[src/rtl/ej32_pkg.sv]
// Shared types and constants for the eJ32 data-stack controller.
package ej32_pkg;

  localparam int unsigned SS_DEPTH  = 64;
  localparam int unsigned SS_DSZ    = 32;
  localparam int unsigned SS_STARVE = 8;

  // Stack operation requested by the arithmetic unit
  typedef enum logic [1:0] {
    sNOP  = 2'd0,
    sPUSH = 2'd1,
    sPOP  = 2'd2,
    sSWAP = 2'd3
  } stack_op;

  // Debug peek/poke sequencer states
  typedef enum logic [2:0] {
    DBG_IDLE = 3'd0,
    DBG_WAIT = 3'd1,
    DBG_ACC  = 3'd2,
    DBG_RD   = 3'd3,
    DBG_ACK  = 3'd4
  } dbg_state_t;

endpackage

[src/rtl/ej32_ss_dbg_fsm.sv]
// Debug port sequencer: waits for a free core slot (bounded by STARVE),
// claims the stack EBR for one access and runs the four-phase handshake.
module ej32_ss_dbg_fsm
  import ej32_pkg::*;
#(
  parameter int unsigned STARVE = SS_STARVE
) (
  input  logic clk,
  input  logic rst,
  input  logic dbg_req,
  input  logic dbg_we,
  input  logic core_busy,
  output logic stall_c,
  output logic acc_c,
  output logic rd_c,
  output logic ack_c
);

  localparam int unsigned CW = $clog2(STARVE + 1);

  dbg_state_t      state_q, state_d;
  logic [CW-1:0]   cnt_q, cnt_d;

  // State and starvation counter registers
  always_ff @(posedge clk or posedge rst) begin
    if (rst) begin
      state_q <= DBG_IDLE;
      cnt_q   <= '0;
    end else begin
      state_q <= state_d;
      cnt_q   <= cnt_d;
    end
  end

  // Next-state and phase decode
  always_comb begin
    state_d = state_q;
    cnt_d   = cnt_q;
    stall_c = 1'b0;
    acc_c   = 1'b0;
    rd_c    = 1'b0;
    ack_c   = 1'b0;
    case (state_q)
      DBG_IDLE: begin
        if (dbg_req) begin
          state_d = DBG_WAIT;
          cnt_d   = '0;
        end
      end
      DBG_WAIT: begin
        if (!core_busy) begin
          state_d = DBG_ACC;
        end else if (cnt_q == CW'(STARVE - 1)) begin
          // Last tolerated busy cycle: hold the core now and take the port next
          stall_c = 1'b1;
          cnt_d   = CW'(STARVE);
          state_d = DBG_ACC;
        end else begin
          cnt_d = cnt_q + CW'(1);
        end
      end
      DBG_ACC: begin
        stall_c = 1'b1;
        acc_c   = 1'b1;
        state_d = dbg_we ? DBG_ACK : DBG_RD;
      end
      DBG_RD: begin
        stall_c = 1'b1;
        rd_c    = 1'b1;
        state_d = DBG_ACK;
      end
      DBG_ACK: begin
        ack_c = 1'b1;
        if (!dbg_req) state_d = DBG_IDLE;
      end
      default: begin
        state_d = DBG_IDLE;
      end
    endcase
  end

endmodule

[src/rtl/ej32_ss_arb.sv]
// eJ32 data-stack controller: owns the stack pointer, sequences AU stack
// operations, tracks overflow/underflow and shares the stack EBR with the
// debug peek/poke port.
module ej32_ss_arb
  import ej32_pkg::*;
#(
  parameter  int unsigned DEPTH  = SS_DEPTH,
  parameter  int unsigned DSZ    = SS_DSZ,
  parameter  int unsigned STARVE = SS_STARVE,
  localparam int unsigned ASZ    = $clog2(DEPTH)
) (
  input  logic           clk,
  input  logic           rst,
  input  logic           au_en,
  input  logic [1:0]     au_op,
  input  logic [DSZ-1:0] au_t,
  output logic           au_stall,
  output logic [ASZ-1:0] sp,
  output logic           ss_ren,
  output logic           ss_wen,
  output logic [ASZ-1:0] ss_ra,
  output logic [ASZ-1:0] ss_wa,
  output logic [DSZ-1:0] ss_wd,
  input  logic [DSZ-1:0] ss_rd,
  input  logic           dbg_req,
  input  logic           dbg_we,
  input  logic [ASZ-1:0] dbg_idx,
  input  logic [DSZ-1:0] dbg_wd,
  output logic           dbg_ack,
  output logic [DSZ-1:0] dbg_rd,
  output logic           ovf,
  output logic           unf,
  input  logic           err_clr
);

  stack_op        op;
  logic           stall_c;
  logic           acc_c;
  logic           rd_c;
  logic           ack_c;
  logic           core_busy;
  logic           core_act;
  logic           full;
  logic           empty;
  logic           push_ok;
  logic           push_ovf;
  logic           pop_ok;
  logic           pop_unf;
  logic [ASZ-1:0] sp_inc;
  logic [ASZ-1:0] sp_dec;
  logic [ASZ-1:0] dbg_addr;

  assign op        = stack_op'(au_op);
  assign core_busy = au_en && (op != sNOP);
  // Core ops are dropped while stalled or in reset; the AU re-presents them
  assign core_act  = au_en && !stall_c && !rst;

  assign sp_inc    = sp + ASZ'(1);
  assign sp_dec    = sp - ASZ'(1);
  assign dbg_addr  = sp - dbg_idx;
  assign full      = (sp == ASZ'(DEPTH - 1));
  assign empty     = (sp == '0);

  assign push_ok   = core_act && (op == sPUSH) && !full;
  assign push_ovf  = core_act && (op == sPUSH) && full;
  assign pop_ok    = core_act && (op == sPOP) && !empty;
  assign pop_unf   = core_act && (op == sPOP) && empty;

  ej32_ss_dbg_fsm #(
    .STARVE (STARVE)
  ) u_dbg_fsm (
    .clk       (clk),
    .rst       (rst),
    .dbg_req   (dbg_req),
    .dbg_we    (dbg_we),
    .core_busy (core_busy),
    .stall_c   (stall_c),
    .acc_c     (acc_c),
    .rd_c      (rd_c),
    .ack_c     (ack_c)
  );

  assign au_stall = stall_c;
  assign dbg_ack  = ack_c;

  // EBR port mux: debug owns the port in ACC, otherwise the core path drives it
  always_comb begin
    ss_ren = 1'b1;
    ss_wen = 1'b0;
    ss_ra  = sp;
    ss_wa  = sp_inc;
    ss_wd  = '0;
    if (acc_c) begin
      if (dbg_we) begin
        // Read side idles during a poke; a peek needs it for the access itself
        ss_ren = 1'b0;
        ss_wen = 1'b1;
        ss_wa  = dbg_addr;
        ss_wd  = dbg_wd;
      end else begin
        ss_ra  = dbg_addr;
      end
    end else if (core_act) begin
      case (op)
        sPUSH: begin
          ss_wd  = au_t;
          ss_wen = !full;
        end
        sPOP: begin
          ss_ra  = sp_dec;
        end
        sSWAP: begin
          ss_wa  = sp;
          ss_ra  = sp_dec;
          ss_wd  = au_t;
          ss_wen = 1'b1;
        end
        default: begin
        end
      endcase
    end
  end

  // Stack pointer, held at the bounds
  always_ff @(posedge clk or posedge rst) begin
    if (rst) begin
      sp <= '0;
    end else if (push_ok) begin
      sp <= sp_inc;
    end else if (pop_ok) begin
      sp <= sp_dec;
    end
  end

  // Sticky bound flags; a new event outranks a same-cycle clear
  always_ff @(posedge clk or posedge rst) begin
    if (rst) begin
      ovf <= 1'b0;
      unf <= 1'b0;
    end else begin
      if (push_ovf)     ovf <= 1'b1;
      else if (err_clr) ovf <= 1'b0;
      if (pop_unf)      unf <= 1'b1;
      else if (err_clr) unf <= 1'b0;
    end
  end

  // Peek data capture, held until the next peek
  always_ff @(posedge clk or posedge rst) begin
    if (rst) begin
      dbg_rd <= '0;
    end else if (rd_c) begin
      dbg_rd <= ss_rd;
    end
  end

endmodule

[config.mk]
export PLATFORM = sky130hd
export DESIGN_NAME = ej32_ss_arb
export DESIGN_NICKNAME = d
export VERILOG_FILES = /design/src/rtl/ej32_pkg.sv /design/src/rtl/ej32_ss_dbg_fsm.sv /design/src/rtl/ej32_ss_arb.sv
export SDC_FILE = /design/constraint.sdc
export NUM_CORES = 1
export LEC_CHECK = 0
export CORE_AREA = 8 8 96 106
export DETAILED_ROUTE_END_ITERATION = 6
export DIE_AREA = 0 0 104 114
export GPL_TIMING_DRIVEN = 0
export PLACE_DENSITY = 0.9
export SETUP_SLACK_MARGIN = 0.05
export SLEW_MARGIN = 0
export SYNTH_ARGS = -nofsm -noshare
export SYNTH_HDL_FRONTEND = slang
export SYNTH_SLANG_ARGS = --single-unit
[constraint.sdc]
create_clock -name clk -period 2.7 [get_ports clk]
set_input_delay 0.27 -clock clk [delete_from_list [all_inputs] [get_ports clk]]
set_output_delay 0.27 -clock clk [all_outputs]
set_load 0.02 [all_outputs]
==> Word-level counts from Yosys, hierarchy flattened <==
Cells that the tools add are included.
{ "op_classes": {"reduce_logical": 25, "n_addsub": 4, "eq_ne": 13, "muxes": 39} }
{ "ops": {"columns": ["cell", "n"], "rows": [
  ["2-to-1 mux 32 bit", 4],
  ["2-to-1 mux 6 bit", 10],
  ["2-to-1 mux 3 bit", 5],
  ["case mux 3 bit (5 select lines)", 1],
  ["2-to-1 mux 1 bit", 13],
  ["2-to-1 mux 4 bit", 3],
  ["nonzero test 2 bit", 5],
  ["logical AND 1 bit", 9],
  ["case mux 4 bit (2 select lines)", 1],
  ["adder 6 x 1 -> 6 bit, second input constant", 1],
  ["equality test 3 x 2 -> 1 bit, second input constant", 2],
  ["equality test 6 bit, second input constant", 1],
  ["zero test 6 bit", 1],
  ["AND reduction 3 bit", 2],
  ["OR reduction 2 bit", 3],
  ["subtractor 6 x 1 -> 6 bit, second input constant", 1],
  ["subtractor 6 bit", 1],
  ["adder 4 x 1 -> 4 bit, second input constant", 1],
  ["equality test 2 bit, second input constant", 2],
  ["equality test 4 x 3 -> 1 bit, second input constant", 1],
  ["zero test 1 bit", 4],
  ["!= test 2 bit, second input constant", 2],
  ["case mux 1 bit (2 select lines)", 2],
  ["equality test 3 x 1 -> 1 bit, second input constant", 1],
  ["5 further kinds", 5]
]} }
{ "totals": {"in_bits": 110, "register_bits": 47, "output_inout_bits": 88} }

==> Logic depth before layout (Yosys ltp) <==
Gate-level depths: netlist of run 1.
{ "depth": {"ltp_word": 11, "mapped_depth": 9, "depth_no_buf": 8} }

==> Hierarchy <==
A second synthesis of run 1 with hierarchy kept.
{ "hier_totals": {"cells_unflattened": 298, "area_unflattened_um2": 3099.2} }
{ "by_module_without_submodules": {"columns": ["module", "cells_per_inst", "instances", "area_per_inst_um2"], "rows": [
  ["ej32_ss_arb", 254, 1, 2670.1],
  ["ej32_ss_dbg_fsm", 44, 1, 429.2]
]} }

==> Worst setup path after synthesis of run 1 <==
OpenSTA, ideal clock, no wires.
{ "synth_path": {"path_type": "reg2out", "start": "reg sp[0]", "end": "out ss_ra[4]", "path_buffers": 1, "t_arrival_ns": 2.473, "stages_incl_launch_ff": 10, "slack_ns": -0.043, "cell_sequence": "dfrtp_1 > clkbuf_1 > inv_1 > ha_1 > fa_1 > inv_1 > a21o_1 > a21oi_1 > xor2_1 > a221oi_1"} }
{ "synth_between": {"elab_chain_cells": 4} }
{ "synth_rtl": {"columns": ["element", "line_no", "text"], "rows": [
  ["from (decl)", "ej32_ss_arb.sv:18", "output logic [ASZ-1:0] sp,"],
  ["from (signal assigned)", "ej32_ss_arb.sv:129", "sp <= sp_inc;"],
  ["from (signal assigned)", "ej32_ss_arb.sv:131", "sp <= sp_dec;"],
  ["subtractor 6 x 1 -> 6 bit", "ej32_ss_arb.sv:59", "assign sp_dec = sp - ASZ'(1);"],
  ["2-to-1 mux 6 bit", "ej32_ss_arb.sv:104", "case (op)"],
  ["2-to-1 mux 6 bit", "ej32_ss_arb.sv:103", "end else if (core_act) begin"],
  ["2-to-1 mux 6 bit *", "ej32_ss_arb.sv:93", "if (acc_c) begin"],
  ["to (decl)", "ej32_ss_arb.sv:21", "output logic [ASZ-1:0] ss_ra,"]
]} }
Every way passes the cells marked *; elsewhere a longest branch is shown, timed or not.

==> Final worst setup path of run 1 <==
{ "layout_path": {"start": "reg u_dbg_fsm.state_q[2]", "end": "out ss_ra[3]"} }
{ "layout_between": {"elab_chain_cells": 8} }
{ "layout_rtl": {"columns": ["element", "line_no", "text"], "rows": [
  ["from (decl)", "ej32_ss_dbg_fsm.sv:21", "dbg_state_t state_q, state_d;"],
  ["from (signal assigned)", "ej32_ss_dbg_fsm.sv:30", "state_q <= state_d;"],
  ["equality test 3 x 2 -> 1 bit", "ej32_ss_dbg_fsm.sv:43", "case (state_q)"],
  ["OR reduction 2 bit (no line)", null, null],
  ["case mux 1 bit (2 select lines)", "ej32_ss_dbg_fsm.sv:43", null],
  ["zero test 1 bit", "ej32_ss_arb.sv:56", "assign core_act = au_en && !stall_c && !rst;"],
  ["logical AND 1 bit (2 in series)", "ej32_ss_arb.sv:56", null],
  ["2-to-1 mux 6 bit", "ej32_ss_arb.sv:103", null],
  ["2-to-1 mux 6 bit *", "ej32_ss_arb.sv:93", null]
]} }
Marks and branches as above.

==> results.md, run 1 <==
- Status: complete, but fails checks
- Failing checks: negative setup slack
- Worst-path clk slew: 0.09 ns
- Mapped Area: 0.00301 mm²
- R2R Path End: sp[4]$_DFFE_PP0P_
- Syn_nets: 414
- Sequential share of the synthesized area: 39.0%
- Synth warnings: 0
- Flops & latches, synth: 47
- Net switching power: 2380 µW
- Tmin final: 2.70 ns
- Bufs and invs on worst path: 2
- Share of cells above drive strength 1: 30.7%
- Worst R2R Start: sp[1]$_DFFE_PP0P_
- CTS tree: built
- Maximum root-to-sink buffer count: 2
- Critical path fanouts, max: 7
- Iteration-0 DRC Markers: 136
- Fin Setup TNS: -0.000221 ns
- Nets: 644
- CTS sink count: 47
- Startpoint types: register
- R2R depth: 7
- Reg2reg setup slack: 0.32 ns
- Vias: 3409
- Hold Fails Final Rpt: 0
- Static Leakage: 0.00243 µW
- Largest net degree at the start of global routing: 33
- DR WL/cell: 20.7 µm
- Fin crit share: 100%
- Number of vias per cell: 5.36
- Seq pwr share: 22.7%
- Crit path cell chain: or3b_4 -> o311ai_4 -> buf_6 -> or3_4 -> a21oi_2 -> a311oi_2 -> buf_4
- Hpwl dp: 10.2 mm
- Post-route ant nets: 0
- Core Area: 0.00832 mm²
- Max-cap violations: 0
- EDFF count, synth: 0
- Clock power share: 9.3%
- CP arrival: 2.43 ns
- Total gr overflow: 0
- Layout area overhead: 88.1%
- Crit path kind: reg -> out
- Vias in the first global route: 3631
- Final Core Density: 68.1%
- Ys async rst share: 100%
- Setup violators final: 1
- Worst Skew: 0.0107 ns
- DR DRC count: 0
- Unique cell type count in the Yosys netlist: 54
- Required @ worst endpoint: 2.43 ns
- Routed WL: 13.1 mm
- Num rows: 35
- N_diodes: 0
- Worst Setup End Kind: output pin
- I/O pin total: 198
- Antenna violations before repair: 0
- Die footprint: 0.0119 mm²
- Total GRT Usage: 20.8%
- I/O Buffers: 197
- Power per cell area: 973 mW/mm²
- Fin worst setup slack: -0.000221 ns
- Setup Slack @ Placement: -0.948 ns
- Slew HR: 59.0%
- F_max: 370 MHz
- Hold crit path type: in -> async
- Total CTS buffers: 5
- Initial Utilization: 36.2%
- Synth Instances: 294
- Switch share: 43.2%
- CTS Root Cell: clkbuf_8
- Ys flop type: dfrtp_1
- Peak supply drop: 0.659 mV
- Max Slew Vio Count: 0
- Crit-path max cell delay: 0.46 ns
- First-pass GRT wire length: 19.7 mm
- CTS H-tree lvls: 2
- Clock Latency Late Sink: 0.29 ns
- Syn_area_per_cell: 10.3 µm²
- Height of the die: 114 µm
- Slowest CP cell: dfrtp_2
- Comb pwr share: 67.9%
- Critical path's top delay family: compound AO/OA/AOI/OAI gates
- RSZ-0062 raised after global routing: true
- GPL Wtd Cong: 0.915
- Worst-Margin Slew: 0.613 ns
- Crit path from: u_dbg_fsm.state_q[2]$_DFFE_PP0P_
- Horiz. Die Dim: 104 µm
- Internal Power: 3140 µW
- 1st-pass router iterations: 5
through the flow:
| step | area, µm² | std cells | hold slack [ns] | total power, µW |
|---|---|---|---|---|
| 3_3_place_gp | 5120 | 602 | 0.488 | 4590 |
| 6_report | 5670 | 636 | 0.329 | 5520 |
| 3_5_place_dp | 5140 | 603 | 0.493 | 4660 |
| 5_1_grt | 5670 | 636 | 0.330 | 5830 |
| 4_1_cts | 5530 | 626 | 0.314 | 5380 |
| 2_1_floorplan | 3010 | 294 | 0.362 | 3100 |
placed cells by master, fill, tap and decap left out, drive strengths merged, types with 5 or more instances in the layout:
cell type        n
nor2            20
inv             14
ha               9
nor2b            5
clkbuf          13
dfrtp           47
nand2           14
clkdlybuf4s50  149
nor3             5
nand2b           6
buf             77
a21oi           12
nand3            7
a22o            35
mux2            32
o21ai           10
metal layers:
metal  track usage, %  up-vias  part of all wire (%)
li1                 -     1564                     -
met1             20.9     1608                    37
met2             35.7      218                    48
met3             11.7       19                    14
met4             6.86        0                   1.9
met5                0        -                     0
Yosys cell counts (2+ instances only):
master,count,share of area [%]
o21a_1,2,0.50
a22oi_1,4,1.0
a221oi_1,4,1.2
o21ai_0,9,1.5
nor2b_1,5,1.0
nor3_1,5,0.83
a21oi_1,12,2.0
dfrtp_1,47,39
a22o_1,35,10
o32a_1,2,0.66
ha_1,9,3.7
nor2_1,20,2.5
o31ai_1,2,0.50
mux2_2,32,12
xnor2_1,4,1.2
nand2_1,14,1.7
and3_1,2,0.42
buf_6,5,1.9
buf_1,3,0.37
inv_1,13,1.6
o31a_1,2,0.58
xor2_1,4,1.2
a211oi_1,4,1.0
clkinv_1,2,0.25
nand3_1,7,1.2
mux2i_1,3,1.0
a311oi_1,4,1.2
clkbuf_1,8,1.0
nand2b_1,6,1.2
sequential cells by signal, indices dropped and copies added (netlist names):
| name | count |
|---|---|
| sp | 6 |
| unf | 1 |
| u_dbg_fsm.state_q | 3 |
| u_dbg_fsm.cnt_q | 4 |
| dbg_rd | 32 |
| ovf | 1 |
repair_timing:
item,CTS,global route
setup buffers,14,11
resized for setup,296,28
cloned,2,1
setup endpoints to repair,46,46
pin swaps,26,28
hold buffers,0,0
how the worst max path moves through the flow:
stage / to / slack [ns] / depth (start not counted)
after floorplan: ss_ra[4] / -0.04 / 9
after global placement: ss_ra[3] / -0.92 / 7
after detailed placement: ss_ra[3] / -0.95 / 7
after CTS: ss_wa[2] / -0.08 / 7
after global routing: ss_ra[3] / -0.05 / 7
final: ss_ra[3] / -0.0002 / 7
layout make-up:
type                       count  area (µm²)
clock buffer                   5        68.8
timing repair buffer         226        2210
fill                         606        2650
buffer                        15         105
clock inverter                 3        43.8
multi-input combinational    214        1860
sequential                    47        1180
tap                          111         139
inverter                      15        61.3
cell families after synthesis:
family / Yosys count / synth area share (%)
AOI/OAI and AO/OA: 93 / 24.3
muxes: 35 / 13.0
xor gates and xnor gates: 8 / 2.32
adders and majority gates: 10 / 4.40
and+or+nand+nor: 68 / 11.5
DFF: 47 / 39.0
buffers and inverters: 33 / 5.52
worst reg2reg max path: stages, from the launching register on:
cell and delay, ns:
dfrtp_2 0.46, buf_4 0.16, ha_1 0.23, and4_1 0.28, a21oi_1 0.51, o21ai_0 0.33, a21oi_1 0.20, o22a_1 0.14
power groups by stage:
stage          sequential, µW  clock, µW  combinational [µW]
5_1_grt                  1290        562                3980
3_3_place_gp             1240          0                3350
4_1_cts                  1250        538                3600
2_1_floorplan            1580          0                1520
6_report                 1250        516                3750
3_5_place_dp             1260          0                3400
Note: power is estimated with default switching activity, not from simulation.
==> run 2, diff against run 1 <==
--- a/config.mk
+++ b/config.mk
@@ -11,6 +11,7 @@
 export GPL_TIMING_DRIVEN = 0
 export PLACE_DENSITY = 0.9
 export SETUP_SLACK_MARGIN = 0.05
+export SKIP_CTS_REPAIR_TIMING = 1
 export SLEW_MARGIN = 0
 export SYNTH_ARGS = -nofsm -noshare
 export SYNTH_HDL_FRONTEND = slang
==> results.md, run 2 (synthesis results as in run 1) <==
- Status: complete, but fails checks
- Failing checks: negative setup slack
- Crit path cell chain: or3b_1 -> buf_6 -> o311ai_4 -> buf_4 -> or3_1 -> a21oi_1 -> a311oi_2 -> buf_4
- Static Leakage: 0.00245 µW
- I/O pin total: 198
- I/O Buffers: 197
- Largest net degree at the start of global routing: 33
- GPL Wtd Cong: 0.915
- Share of cells above drive strength 1: 29.9%
- Nets: 640
- Post-DP Area: 0.00514 mm²
- Startpoint types: register
- Iteration-0 DRC Markers: 100
- Total gr overflow: 0
- Crit path kind: reg -> out
- Commonest non-fill, non-tap cells in the layout: clkdlybuf4s50_1 (150), dfrtp_1 (45), mux2_2 (32)
- N_diodes: 0
- Maximum root-to-sink buffer count: 2
- CTS Root Cell: clkbuf_8
- CTS H-tree lvls: 2
- Fin worst setup slack: -0.103 ns
- Worst-Margin Slew: 0.601 ns
- Post-route ant nets: 0
- CP arrival: 2.53 ns
- Slew HR: 60.0%
- Commonest non-fill, non-tap cell in the layout: clkdlybuf4s50_1
- Total GRT Usage: 19.9%
- Number of fillers in the final layout: 619
- Clock Latency Late Sink: 0.29 ns
- Crit-path max cell delay: 0.46 ns
- Core Area: 0.00832 mm²
- Hold Fails Final Rpt: 0
- Critical path fanouts, max: 7
- Worst Setup End Kind: output pin
- Slowest CP cell: dfrtp_2
- Horiz. Die Dim: 104 µm
- CTS sink count: 47
- Worst Skew: 0.00907 ns
- 1st-pass router iterations: 4
- Number of vias per cell: 5.39
- Peak supply drop: 0.658 mV
- Tmin final: 2.80 ns
- Height of the die: 114 µm
- Hold crit path type: in -> async
- Hpwl dp: 10.2 mm
- Fin crit share: 104%
- Num rows: 35
- Post-Layout Inst Area: 0.00567 mm²
- Max Slew Vio Count: 0
- Max-cap violations: 0
- Vias in the first global route: 3490
- Total power: 5570 µW
- DR WL/cell: 21.2 µm
- Critical path's top delay family: compound AO/OA/AOI/OAI gates
- Vias: 3409
- F_max: 357 MHz
- RSZ-0062 raised after global routing: true
- Power per cell area: 983 mW/mm²
- Total CTS buffers: 5
- Required @ worst endpoint: 2.43 ns
- Setup violators final: 14
- Routed WL: 13.4 mm
- Initial Utilization: 36.2%
- CTS tree: built
- Top Registers: dbg_rd x32, sp x6, u_dbg_fsm.cnt_q x4
- First-pass GRT wire length: 18.9 mm
- Bufs and invs on worst path: 3
- Layout area overhead: 88.0%
- DR DRC count: 0
- Most frequent CP cell: buf_4
- Antenna violations before repair: 0
- Max reg flops: 32
- Biggest register: dbg_rd
- Worst-path clk slew: 0.09 ns
- Die footprint: 0.0119 mm²
## run 2: per-layer routing
layer | share of wire [%] | track usage [%] | routed length [µm] | up-vias
li1 | - | - | - | 1561
met1 | 36 | 19.7 | 4880 | 1623
met2 | 49 | 34.0 | 6550 | 208
met3 | 13 | 12.2 | 1740 | 17
met4 | 1.7 | 6.57 | 233 | 0
met5 | 0 | 0 | 0 | -
## run 2: path summary, 6_finish.rpt
check                           slack [ns]                              from                        endpoint  cells after the start
worst min-delay path                  0.31                               rst  u_dbg_fsm.cnt_q[1]$_DFFE_PP0P_                      2
worst min register to register        0.51            dbg_rd[20]$_DFFE_PP0N_          dbg_rd[20]$_DFFE_PP0N_                      1
min in group clk                      0.51            dbg_rd[20]$_DFFE_PP0N_          dbg_rd[20]$_DFFE_PP0N_                      1
worst max-delay path                 -0.10  u_dbg_fsm.state_q[2]$_DFFE_PP0P_                        ss_ra[3]                      8
max in group asynchronous             1.88                               rst          dbg_rd[16]$_DFFE_PP0N_                      3
worst max register to register        0.31                 sp[1]$_DFFE_PP0P_               sp[4]$_DFFE_PP0P_                      7
## run 2: layout make-up
cell class,instances,area (µm²),area share (%)
Sequential cell,47,1180,20.8
Inverter,15,58.8,1.04
Timing Repair Buffer,219,2160,38.1
Buffer,17,133,2.34
Multi-Input combinational cell,215,1890,33.3
Clock inverter,3,43.8,0.773
Clock buffer,5,68.8,1.21
Tap cell,111,139,2.45
## run 2: metrics by stage
| step | setup slack, ns | utilization [%] | hold WS (ns) | instances | setup TNS [ns] |
|---|---|---|---|---|---|
| after floorplan | -0.0425 | - | 0.362 | 294 | -0.0716 |
| after global placement | -0.918 | 61.6 | 0.488 | 602 | -23.68 |
| after detailed placement | -0.948 | 61.8 | 0.493 | 603 | -23.59 |
| after CTS | -0.982 | 63.2 | 0.314 | 611 | -30.64 |
| after global routing | -0.200 | 68.1 | 0.316 | 632 | -2.46 |
| final | -0.103 | 68.1 | 0.308 | 632 | -0.356 |
## run 2: power by group
part / switching [µW] / total, µW / leakage, µW / internal, µW
registers: 225 / 1260 / 0.000561 / 1030
clock network: 237 / 513 / 0.0000581 / 276
logic: 1960 / 3800 / 0.00183 / 1840
total: 2420 / 5570 / 0.00245 / 3150
